**src/rtl/sobel_frame_writer.sv**
```systemverilog
// sobel_frame_writer: writes a full output frame, zero border plus saturated interior gradients
// Ports: start kicks a frame; in_valid/in_ready/in_data carry interior gradients in raster order;
// wr_en/wr_addr/wr_data drive the output RAM one pixel per write; busy marks RUN; done pulses with the last write.
module sobel_frame_writer #(
  parameter int IMG_W = 64,
  parameter int IMG_H = 64,
  parameter int GW    = 11,
  parameter int DW    = 8,
  parameter int AW    = 12
) (
  input  logic          clk,
  input  logic          rst_n,
  input  logic          start,
  input  logic          in_valid,
  output logic          in_ready,
  input  logic [GW-1:0] in_data,
  output logic          wr_en,
  output logic [AW-1:0] wr_addr,
  output logic [DW-1:0] wr_data,
  output logic          busy,
  output logic          done
);
  localparam logic [0:0]    IDLE   = 1'b0;
  localparam logic [0:0]    RUN    = 1'b1;
  localparam logic [AW-1:0] LAST_I = AW'(IMG_H - 1);
  localparam logic [AW-1:0] LAST_J = AW'(IMG_W - 1);
  localparam logic [GW-1:0] MAXV   = GW'((1 << DW) - 1);
  logic [0:0]    state_q, state_d;
  logic [AW-1:0] i_q, i_d, j_q, j_d, p_q, p_d;
  logic          wr_en_q, wr_en_d, done_q, done_d;
  logic [AW-1:0] wr_addr_q, wr_addr_d;
  logic [DW-1:0] wr_data_q, wr_data_d, sat;
  logic          run, border, last, step, ld;
  always_comb begin
    run       = state_q == RUN;
    border    = (i_q == '0) || (i_q == LAST_I) || (j_q == '0) || (j_q == LAST_J);
    last      = (i_q == LAST_I) && (j_q == LAST_J);
    step      = run && (border || in_valid);
    ld        = !run && start;
    sat       = (in_data > MAXV) ? '1 : in_data[DW-1:0];
    state_d   = ld ? RUN : (step && last) ? IDLE : state_q;
    j_d       = ld ? '0 : step ? ((j_q == LAST_J) ? '0 : j_q + AW'(1)) : j_q;
    i_d       = ld ? '0 : (step && j_q == LAST_J) ? (last ? '0 : i_q + AW'(1)) : i_q;
    p_d       = ld ? '0 : step ? p_q + AW'(1) : p_q;
    wr_en_d   = step;
    wr_addr_d = step ? p_q : wr_addr_q;
    wr_data_d = step ? (border ? '0 : sat) : wr_data_q;
    done_d    = step && last;
  end
  always_ff @(posedge clk or negedge rst_n) begin
    if (!rst_n) begin
      state_q   <= IDLE;
      i_q       <= '0;
      j_q       <= '0;
      p_q       <= '0;
      wr_en_q   <= 1'b0;
      wr_addr_q <= '0;
      wr_data_q <= '0;
      done_q    <= 1'b0;
    end else begin
      state_q   <= state_d;
      i_q       <= i_d;
      j_q       <= j_d;
      p_q       <= p_d;
      wr_en_q   <= wr_en_d;
      wr_addr_q <= wr_addr_d;
      wr_data_q <= wr_data_d;
      done_q    <= done_d;
    end
  end
  assign in_ready = run && !border;
  assign busy     = run;
  assign wr_en    = wr_en_q;
  assign wr_addr  = wr_addr_q;
  assign wr_data  = wr_data_q;
  assign done     = done_q;
endmodule

```
**config.mk**
```make
export PLATFORM = sky130hd
export DESIGN_NAME = sobel_frame_writer
export DESIGN_NICKNAME = d
export VERILOG_FILES = /design/src/rtl/sobel_frame_writer.sv
export SDC_FILE = /design/constraint.sdc
export NUM_CORES = 1
export LEC_CHECK = 0
export CORE_ASPECT_RATIO = 1.25
export CORE_UTILIZATION = 49
export DETAILED_ROUTE_END_ITERATION = 8
export HOLD_SLACK_MARGIN = 0.12
export PLACE_DENSITY = 0.8
export SLEW_MARGIN = 20
export SYNTH_ARGS = -nofsm -noshare
export SYNTH_HDL_FRONTEND = slang
export SYNTH_SLANG_ARGS = --single-unit
export TNS_END_PERCENT = 10
```
**constraint.sdc**
```tcl
create_clock -name clk -period 5.3 [get_ports clk]
set_input_delay 1.06 -clock clk [delete_from_list [all_inputs] [get_ports clk]]
set_output_delay 1.06 -clock clk [all_outputs]
set_load 0.02 [all_outputs]
```
# Word level (Yosys, flattened, before mapping)
# Cells that the tools add are included.
# op_classes
mux	12
reduce_logical	17
n_eq_ne	2
order_cmp	1
addsub	3
# op_table
cell	n
2-to-1 mux 12 bit	8
adder 12 x 1 -> 12 bit (second input constant)	3
== test 12 x 6 -> 1 bit (second input constant)	2
logical NOT 12 bit	2
2-to-1 mux 8 bit	2
greater-than comparator 11 x 8 -> 1 bit (second input constant)	1
logical AND 1 bit	6
nonzero test 2 bit	3
logical OR 1 bit	4
logical NOT 1 bit	2
2-to-1 mux 1 bit	2
# totals
in_bits	15
reg_bits	59
out_inout_bits	24

# Logic depth before layout (Yosys ltp)
# Gate-level depths: netlist of run 1.
# logic_depth
depth_word	9
depth_mapped	9
mapped_depth_nobuf	7

# Worst setup path after synthesis of run 1
# Ideal clock, no wire load.
# synth_timing
path_type	register -> output
startpoint	register i_q[0]
endpoint	output port in_ready
path_stages_with_launch	5
arrival_ns	1.580
slack_ns	2.660
n_path_buf	0
path_cell_list	dfrtp_1 -> ha_1 -> nand2_1 -> o22ai_2 -> a221oi_1
# synth_between
elab_chain_len	6
elab_cells_between_ends	7
classes_between	eq/ne: 1; reduce/logical: 6
# synth_rtl
element	line	rtl
start: declaration	29	logic [AW-1:0] i_q, i_d, j_q, j_d, p_q, p_d;
start signal: assignment	62	i_q <= i_d;
== test 12 x 6 -> 1 bit / logical NOT 12 bit (equally long branches)	36	border = (i_q == '0) || (i_q == LAST_I) || (j_q == '0) || (j_q == LAST_J);
logical OR 1 bit (*) (3 in series)	36	
logical NOT 1 bit (*)	71	assign in_ready = run && !border;
logical AND 1 bit (*)	71	
end: declaration	15	output logic in_ready,
# Mark *: on every way between the ends. The rest lies on a longest branch, timed or not.

# Final worst setup path of run 1
# layout_timing
startpoint	register state_q, in the netlist busy
endpoint	output port in_ready
# layout_between
elab_chain_len	1
# layout_rtl
element	line	rtl
start: declaration	28	logic [0:0] state_q, state_d;
start signal: assignment	61	state_q <= state_d;
logical AND 1 bit	71	
# No other way between the ends.

==> results.tsv, run 1 <==
stage	metric	value	unit
cells_and_area	storage element area	1480	um^2
timing	worst-margin pin slew	0.718	ns
setup_path	Slowest-stage cell, CP	dfrtp_1	
power_and_ir_drop	Peak VDD IR	286	uV
floorplan	die height	90.5	um
timing	endpoints failing setup	0	
placed_design	Cells after DPL	417	
yosys	Synth Instances	306	
timing	Worst slew margin	52.1	%
yosys	Cell Area, Synth	3070	um^2
yosys	Synth Flop Type	dfrtp_1	
routing	via-per-instance ratio	5.78	
timing	max-slew violations	0	
timing	Post-Route Skew	0.0107	ns
timing	Final Critical Period	3.73	ns
clocking	CTS tree	built	
global_route	met1 usage in global routing	28.0	%
floorplan	standard-cell rows	31	
setup_path	Crit Path Class	flip-flop to primary output	
setup_path	crit path cell chain	clkinv_1, a221oi_1, clkdlybuf4s50_1	
routing	final wirelength	6710	um
clocking	root buffer cell	clkbuf_8	
cells_and_area	area delta synth->final	20.1	%
power_and_ir_drop	Cell Pwr Density	352	nW/um^2
global_route	number of antenna violations at the first check in global routing	0	
setup_path	CP delay by family, top	buffers and inverters	
routing	Iter 0 DRT Violations	139	
placed_design	detailed placer's ending HPWL	4670	um
hold_path	Hold Crit Class	flip-flop to flip-flop	
global_route	Overflow after GRT	0	
floorplan	die width	72.8	um
global_route	Overall Global Routing Usage	22.7	%
setup_path	crit-path max FO	22	
timing	Worst Setup Slack, final	1.57	ns
routing	total number of vias	2504	
setup_path	CP Launch Type	flip-flop	
cells_and_area	fin nets	366	
placed_design	input/output buffers	38	
routing	Pre-antenna DRT Iters	4	
yosys	largest area contributor in the netlist	dfrtp_1	
clocking	CTS hold repair buffers	0	
cells_and_area	Diodes inserted	0	
floorplan	Core Area	5930	um^2
setup_path	Worst Path Arrival	2.67	ns
cells_and_area	# fillers	497	
yosys	#FFs+latches synth	59	
timing	hold slack	0.474	ns
clocking	CTS Sinks	59	
global_route	vias in the first global route	2400	
yosys	Post-synth EDFFs	0	
yosys	post-synth cell types	60	
cells_and_area	layout cell share with drive strength beyond 1	15.1	%
clocking	clock slew seen by the registers of the worst setup and hold paths	0.07	ns
yosys	Post-synth ARST share	100	%
clocking	post-cts sizing count	0	
setup_path	nature of the critical path endpoint	primary output	
yosys	post-synthesis sequential area ratio	48.1	%
setup_path	Buf/Inv on CP	2	
global_route	M3 GR Usage	6.81	%
clocking	post-CTS setup buffers	0	
cells_and_area	post-layout instance count excluding filler cells	433	
floorplan	Initial Utilization	51.8	%
yosys	Synth Warn #	0	
cells_and_area	multi-input logic area	1480	um^2
setup_path	Req. time, crit path	4.24	ns
floorplan	io pins	39	
clocking	htree depth	3	
setup_path	max incr delay on CP	0.77	ns
routing	Post-route DRC	0	
floorplan	die area	6590	um^2
yosys	Commonest cells post-synth	59 x dfrtp_1, 33 x nand2_1, 25 x o21ai_0	
routing	wire per inst	15.5	um
timing	RSZ-0062 raised after global routing	false	
routing	Final ANT Viol Nets	0	
global_route	first-pass GRT wire length	11400	um
placed_design	Final Wtd Congestion	0.876	
power_and_ir_drop	Power Total	0.00130	W
yosys	syn_nets	326	
yosys	Synth area leaders	dfrtp_1 48%, mux2_2 4.4%, o21ai_0 4.1%	
power_and_ir_drop	Lkg Pwr	1.52	nW
clocking	Worst-Skew Late Latency	0.34	ns
yosys	top cell type's share of synthesized area	48.1	%
timing	Final Hold Vio Count	0	
global_route	GR peak layer	met2	
global_route	M2 GR Usage	36.2	%
placed_design	Post-Place Worst Slack	1.99	ns
job	MaxCap Viol Count	0	
timing	fmax	0.268	GHz
timing	Sum Neg Setup Slack	0	ns
yosys	dominant cell by count in the synthesized netlist	dfrtp_1	
timing	Final Cycle Share	70.4	%
clocking	Num CTS Buffers	9	
yosys	syn avg cell area	10.0	um^2
outcome	outcome	complete, no violations	
global_route	largest net degree at the start of global routing	60	
clocking	Bufs on Longest Clock Path	2	
where the power goes:
group          total [W]  internal (W)  switching, W
clock network   0.000401      0.000227      0.000173
logic           0.000288      0.000148      0.000140
registers       0.000611      0.000524     0.0000868
total            0.00130      0.000900      0.000400
metal layers:
layer,wire (um),up-vias
met5,0,-
met4,146,0
met3,354,13
met2,3290,75
met1,2920,1206
li1,-,1210
per-stage QoR:
| stage | cell area, um^2 | util, % |
|---|---|---|
| floorplan | 3070 | - |
| global placement | 3500 | 58.9 |
| detailed placement | 3500 | 58.9 |
| CTS | 3690 | 62.2 |
| global route | 3690 | 62.2 |
| finish | 3690 | 62.2 |
worst paths after layout:
kind                                     start                   to  slack (ns)  depth (start not counted)
max                           busy$_DFFE_PN0P_             in_ready        1.57                          3
min                        j_q[11]$_DFFE_PN0P_  j_q[11]$_DFFE_PN0P_        0.47                          1
max reg2reg                 j_q[7]$_DFFE_PN0P_  i_q[11]$_DFFE_PN0P_        2.72                          5
min reg2reg                j_q[11]$_DFFE_PN0P_  j_q[11]$_DFFE_PN0P_        0.47                          1
max in group asynchronous                rst_n   j_q[4]$_DFFE_PN0P_        3.96                          2
min in group asynchronous                rst_n   p_q[9]$_DFFE_PN0P_        0.87                          2
area by class of cell:
| cell class | instances | share of cell area [%] |
|---|---|---|
| clock buffer | 11 | 3.83 |
| clock inverter | 5 | 1.42 |
| inverter | 11 | 1.12 |
| multi-input combinational | 224 | 40.0 |
| sequential | 59 | 40.0 |
| tap | 82 | 2.78 |
| timing repair buffer | 41 | 10.8 |
state kept, by name (all words and copies together) (netlist names):
signal	cells
i_q	12
wr_addr	12
done	1
j_q	12
wr_data	8
p_q	12
busy	1
wr_en	1
logic make-up after synthesis:
| kind of cell | Yosys count | synth area share (%) |
|---|---|---|
| simple gates | 123 | 21.9 |
| compound gates | 79 | 18.3 |
| flops | 59 | 48.1 |
| buf+inv | 23 | 3.83 |
| mux | 14 | 5.05 |
| fa+ha+maj | 5 | 2.04 |
| xor+xnor | 3 | 0.856 |
cells in the final DEF (no fill, tap or decap), types with 3 or more instances in the layout:
| master | count |
|---|---|
| nand3_1 | 19 |
| o211ai_1 | 7 |
| or3_1 | 10 |
| clkdlybuf4s50_1 | 37 |
| clkinv_2 | 3 |
| nor3_1 | 3 |
| nor3b_1 | 4 |
| a22o_2 | 6 |
| buf_4 | 3 |
| nand2_1 | 33 |
| mux2_2 | 12 |
| o21ai_0 | 25 |
| and2_1 | 3 |
| dfrtp_1 | 59 |
| nor2_1 | 18 |
| nor4_1 | 3 |
| clkbuf_8 | 10 |
| o31ai_1 | 8 |
| ha_1 | 5 |
| nand4_1 | 4 |
| and3_1 | 7 |
| inv_1 | 10 |
| a21oi_1 | 13 |
(Power assumes the default switching activity.)
==> run 2, diff against run 1 <==
==> constraint.sdc (replaced) <==
create_clock -name clk -period 3.5 [get_ports clk]
set_input_delay 0.7 -clock clk [delete_from_list [all_inputs] [get_ports clk]]
set_output_delay 0.7 -clock clk [all_outputs]
set_load 0.02 [all_outputs]
==> run 2 against run 1 <==
Compared with the run above: clock skew shrank 0.0014 ns; setup slack got worse by 1.2 ns; design area increased by 3.2%; first-iteration DRC count is 14% higher; worst hold slack lost 0.024 ns; critical path depth is 3 higher; register-to-register slack lost 1.8 ns; clock power is 110% higher; critical path type unchanged.
==> results.tsv, run 2 (synthesized netlist as in run 1, its figures left out) <==
stage	metric	value	unit	change
cells_and_area	fin nets	371		was 366
floorplan	Initial Utilization	51.8	%	unchanged
outcome	outcome	complete, no violations		unchanged
setup_path	Worst R2R Setup Slack	0.89	ns	was 2.72 ns
clocking	post-CTS setup buffers	0		unchanged
routing	wire per inst	16.4	um	was 15.5 um
setup_path	worst reg2reg path startpoint	i_q[0]$_DFFE_PN0P_		was j_q[7]$_DFFE_PN0P_
clocking	Bufs on Longest Clock Path	2		unchanged
timing	Final Cycle Share	89.8	%	
routing	final wirelength	7200	um	was 6710 um
setup_path	Req. time, crit path	2.80	ns	was 4.24 ns
clocking	Worst-Skew Late Latency	0.34	ns	about the same
placed_design	input/output buffers	38		unchanged
placed_design	Cells after DPL	422		was 417
floorplan	standard-cell rows	31		unchanged
clocking	CTS hold repair buffers	0		unchanged
setup_path	depth of the worst register-to-register path	8		was 5
job	MaxCap Viol Count	0		unchanged
floorplan	die height	90.5	um	unchanged
clocking	CTS tree	built		unchanged
clocking	CTS Sinks	59		unchanged
placed_design	Final Wtd Congestion	0.931		was 0.876
cells_and_area	area delta synth->final	24.0	%	was 20.1%
global_route	Overflow after GRT	0		unchanged
power_and_ir_drop	Cell Pwr Density	579	nW/um^2	was 352 nW/um^2
power_and_ir_drop	Peak VDD IR	383	uV	was 286 uV
cells_and_area	Diodes inserted	0		unchanged
global_route	largest net degree at the start of global routing	36		was 60
timing	max-slew violations	0		unchanged
setup_path	nature of the critical path endpoint	primary output		unchanged
setup_path	worst r2r dst	j_q[7]$_DFFE_PN0P_		was i_q[11]$_DFFE_PN0P_
routing	via-per-instance ratio	5.91		was 5.78
timing	Sum Neg Setup Slack	0	ns	unchanged
timing	endpoints failing setup	0		unchanged
floorplan	die area	6590	um^2	unchanged
power_and_ir_drop	Lkg Pwr	1.59	nW	was 1.52 nW
routing	total number of vias	2590		was 2,504
cells_and_area	post-layout instance count excluding filler cells	438		was 433
timing	fmax	0.318	GHz	
timing	worst-margin pin slew	0.800	ns	was 0.718 ns
setup_path	CP startpoint	i_q[0]$_DFFE_PN0P_		was busy$_DFFE_PN0P_
timing	Final Hold Vio Count	0		unchanged
placed_design	detailed placer's ending HPWL	5000	um	was 4670 um
routing	Final ANT Viol Nets	0		unchanged
clocking	htree depth	3		unchanged
timing	Post-Route Skew	0.00922	ns	was 0.0107 ns
setup_path	CP Launch Type	flip-flop		unchanged
routing	Iter 0 DRT Violations	158		was 139
routing	Post-route DRC	0		unchanged
clocking	clock slew seen by the registers of the worst setup and hold paths	0.07	ns	about the same
global_route	Overall Global Routing Usage	23.4	%	was 22.7%
floorplan	die width	72.8	um	unchanged
floorplan	Core Area	5930	um^2	unchanged
timing	hold slack	0.450	ns	was 0.474 ns
clocking	root buffer cell	clkbuf_8		unchanged
cells_and_area	storage element area	1480	um^2	unchanged
floorplan	io pins	39		unchanged
global_route	first-pass GRT wire length	11900	um	was 11,400 um
routing	Pre-antenna DRT Iters	4		unchanged
cells_and_area	# fillers	484		was 497
setup_path	Crit Path Class	flip-flop to primary output		unchanged
global_route	vias in the first global route	2561		was 2,400
timing	Worst slew margin	46.6	%	was 52.1%
cells_and_area	multi-input logic area	1480	um^2	unchanged
clocking	post-cts sizing count	0		unchanged
cells_and_area	most frequent cells in the layout	59 x dfrtp_1, 37 x clkdlybuf4s50_1, 33 x nand2_1		unchanged
clocking	Num CTS Buffers	9		unchanged
global_route	number of antenna violations at the first check in global routing	0		unchanged
timing	Final Critical Period	3.14	ns	
cells_and_area	commonest non-fill, non-tap cell in the layout	dfrtp_1		unchanged
setup_path	Worst Path Arrival	2.44	ns	was 2.67 ns
cells_and_area	layout cell share with drive strength beyond 1	16.3	%	was 15.1%
setup_path	crit-path max FO	7		was 22
timing	RSZ-0062 raised after global routing	false		unchanged
hold_path	Hold Crit Class	input pin to asynchronous set/reset pin		was flip-flop to flip-flop
-- run 2: cell count changes in the layout (fill, tap and decap cells not counted), sizes merged --
cell | previous run | this run
buf | 4 | 9
bufinv | 1 | 4
clkbuf | 11 | 12
clkinv | 4 | 1
clkinvlp | 1 | 0
-- run 2: routing by layer --
layer	up-vias	share of wire, %	wire length (um)	global-route usage, %
met1	1272	43	3090	28.7
met3	23	4.6	332	6.47
met5	-	0	0	0
li1	1222	-	-	-
met4	0	3.2	231	11.3
met2	73	49	3550	37.5
-- run 2: worst max path at each step --
stage	end	depth (start not counted)	slack [ns]
final	in_ready	6	0.36
after detailed placement	in_ready	6	0.76
after CTS	in_ready	6	0.36
after global routing	in_ready	6	0.22
after global placement	in_ready	6	0.81
after floorplan	in_ready	4	1.22
-- run 2: area by class of cell --
| class | instances | area share, % |
|---|---|---|
| well taps | 82 | 2.69 |
| clock inverters | 4 | 3.15 |
| inverters | 11 | 1.08 |
| clock buffers | 12 | 4.07 |
| repair buffers | 46 | 11.4 |
| multi-input cells | 224 | 38.8 |
| flip-flops and latches | 59 | 38.8 |
-- run 2: critical path: stages, from the launching register on --
cell and delay [ns]:
dfrtp_1 0.44, inv_1 0.09, ha_1 0.15, or4b_1 0.46, o22ai_2 0.23, a221oi_1 0.17
clkdlybuf4s50_1 0.56
-- run 2: power by group --
group	switching (W)	internal [W]	total [W]
clock network	0.000262	0.000585	0.000846
registers	0.000129	0.000794	0.000923
logic	0.000212	0.000225	0.000437
-- run 2: metrics by stage --
| stage | cell area, um^2 | power, W | worst slack, ns | utilization, % |
|---|---|---|---|---|
| after detailed placement | 3530 | 0.00137 | 0.760 | 59.5 |
| after CTS | 3810 | 0.00223 | 0.355 | 64.2 |
| after floorplan | 3070 | 0.00119 | 1.22 | - |
| after global routing | 3810 | 0.00231 | 0.224 | 64.2 |
| after global placement | 3530 | 0.00134 | 0.807 | 59.5 |
| final | 3810 | 0.00221 | 0.356 | 64.2 |
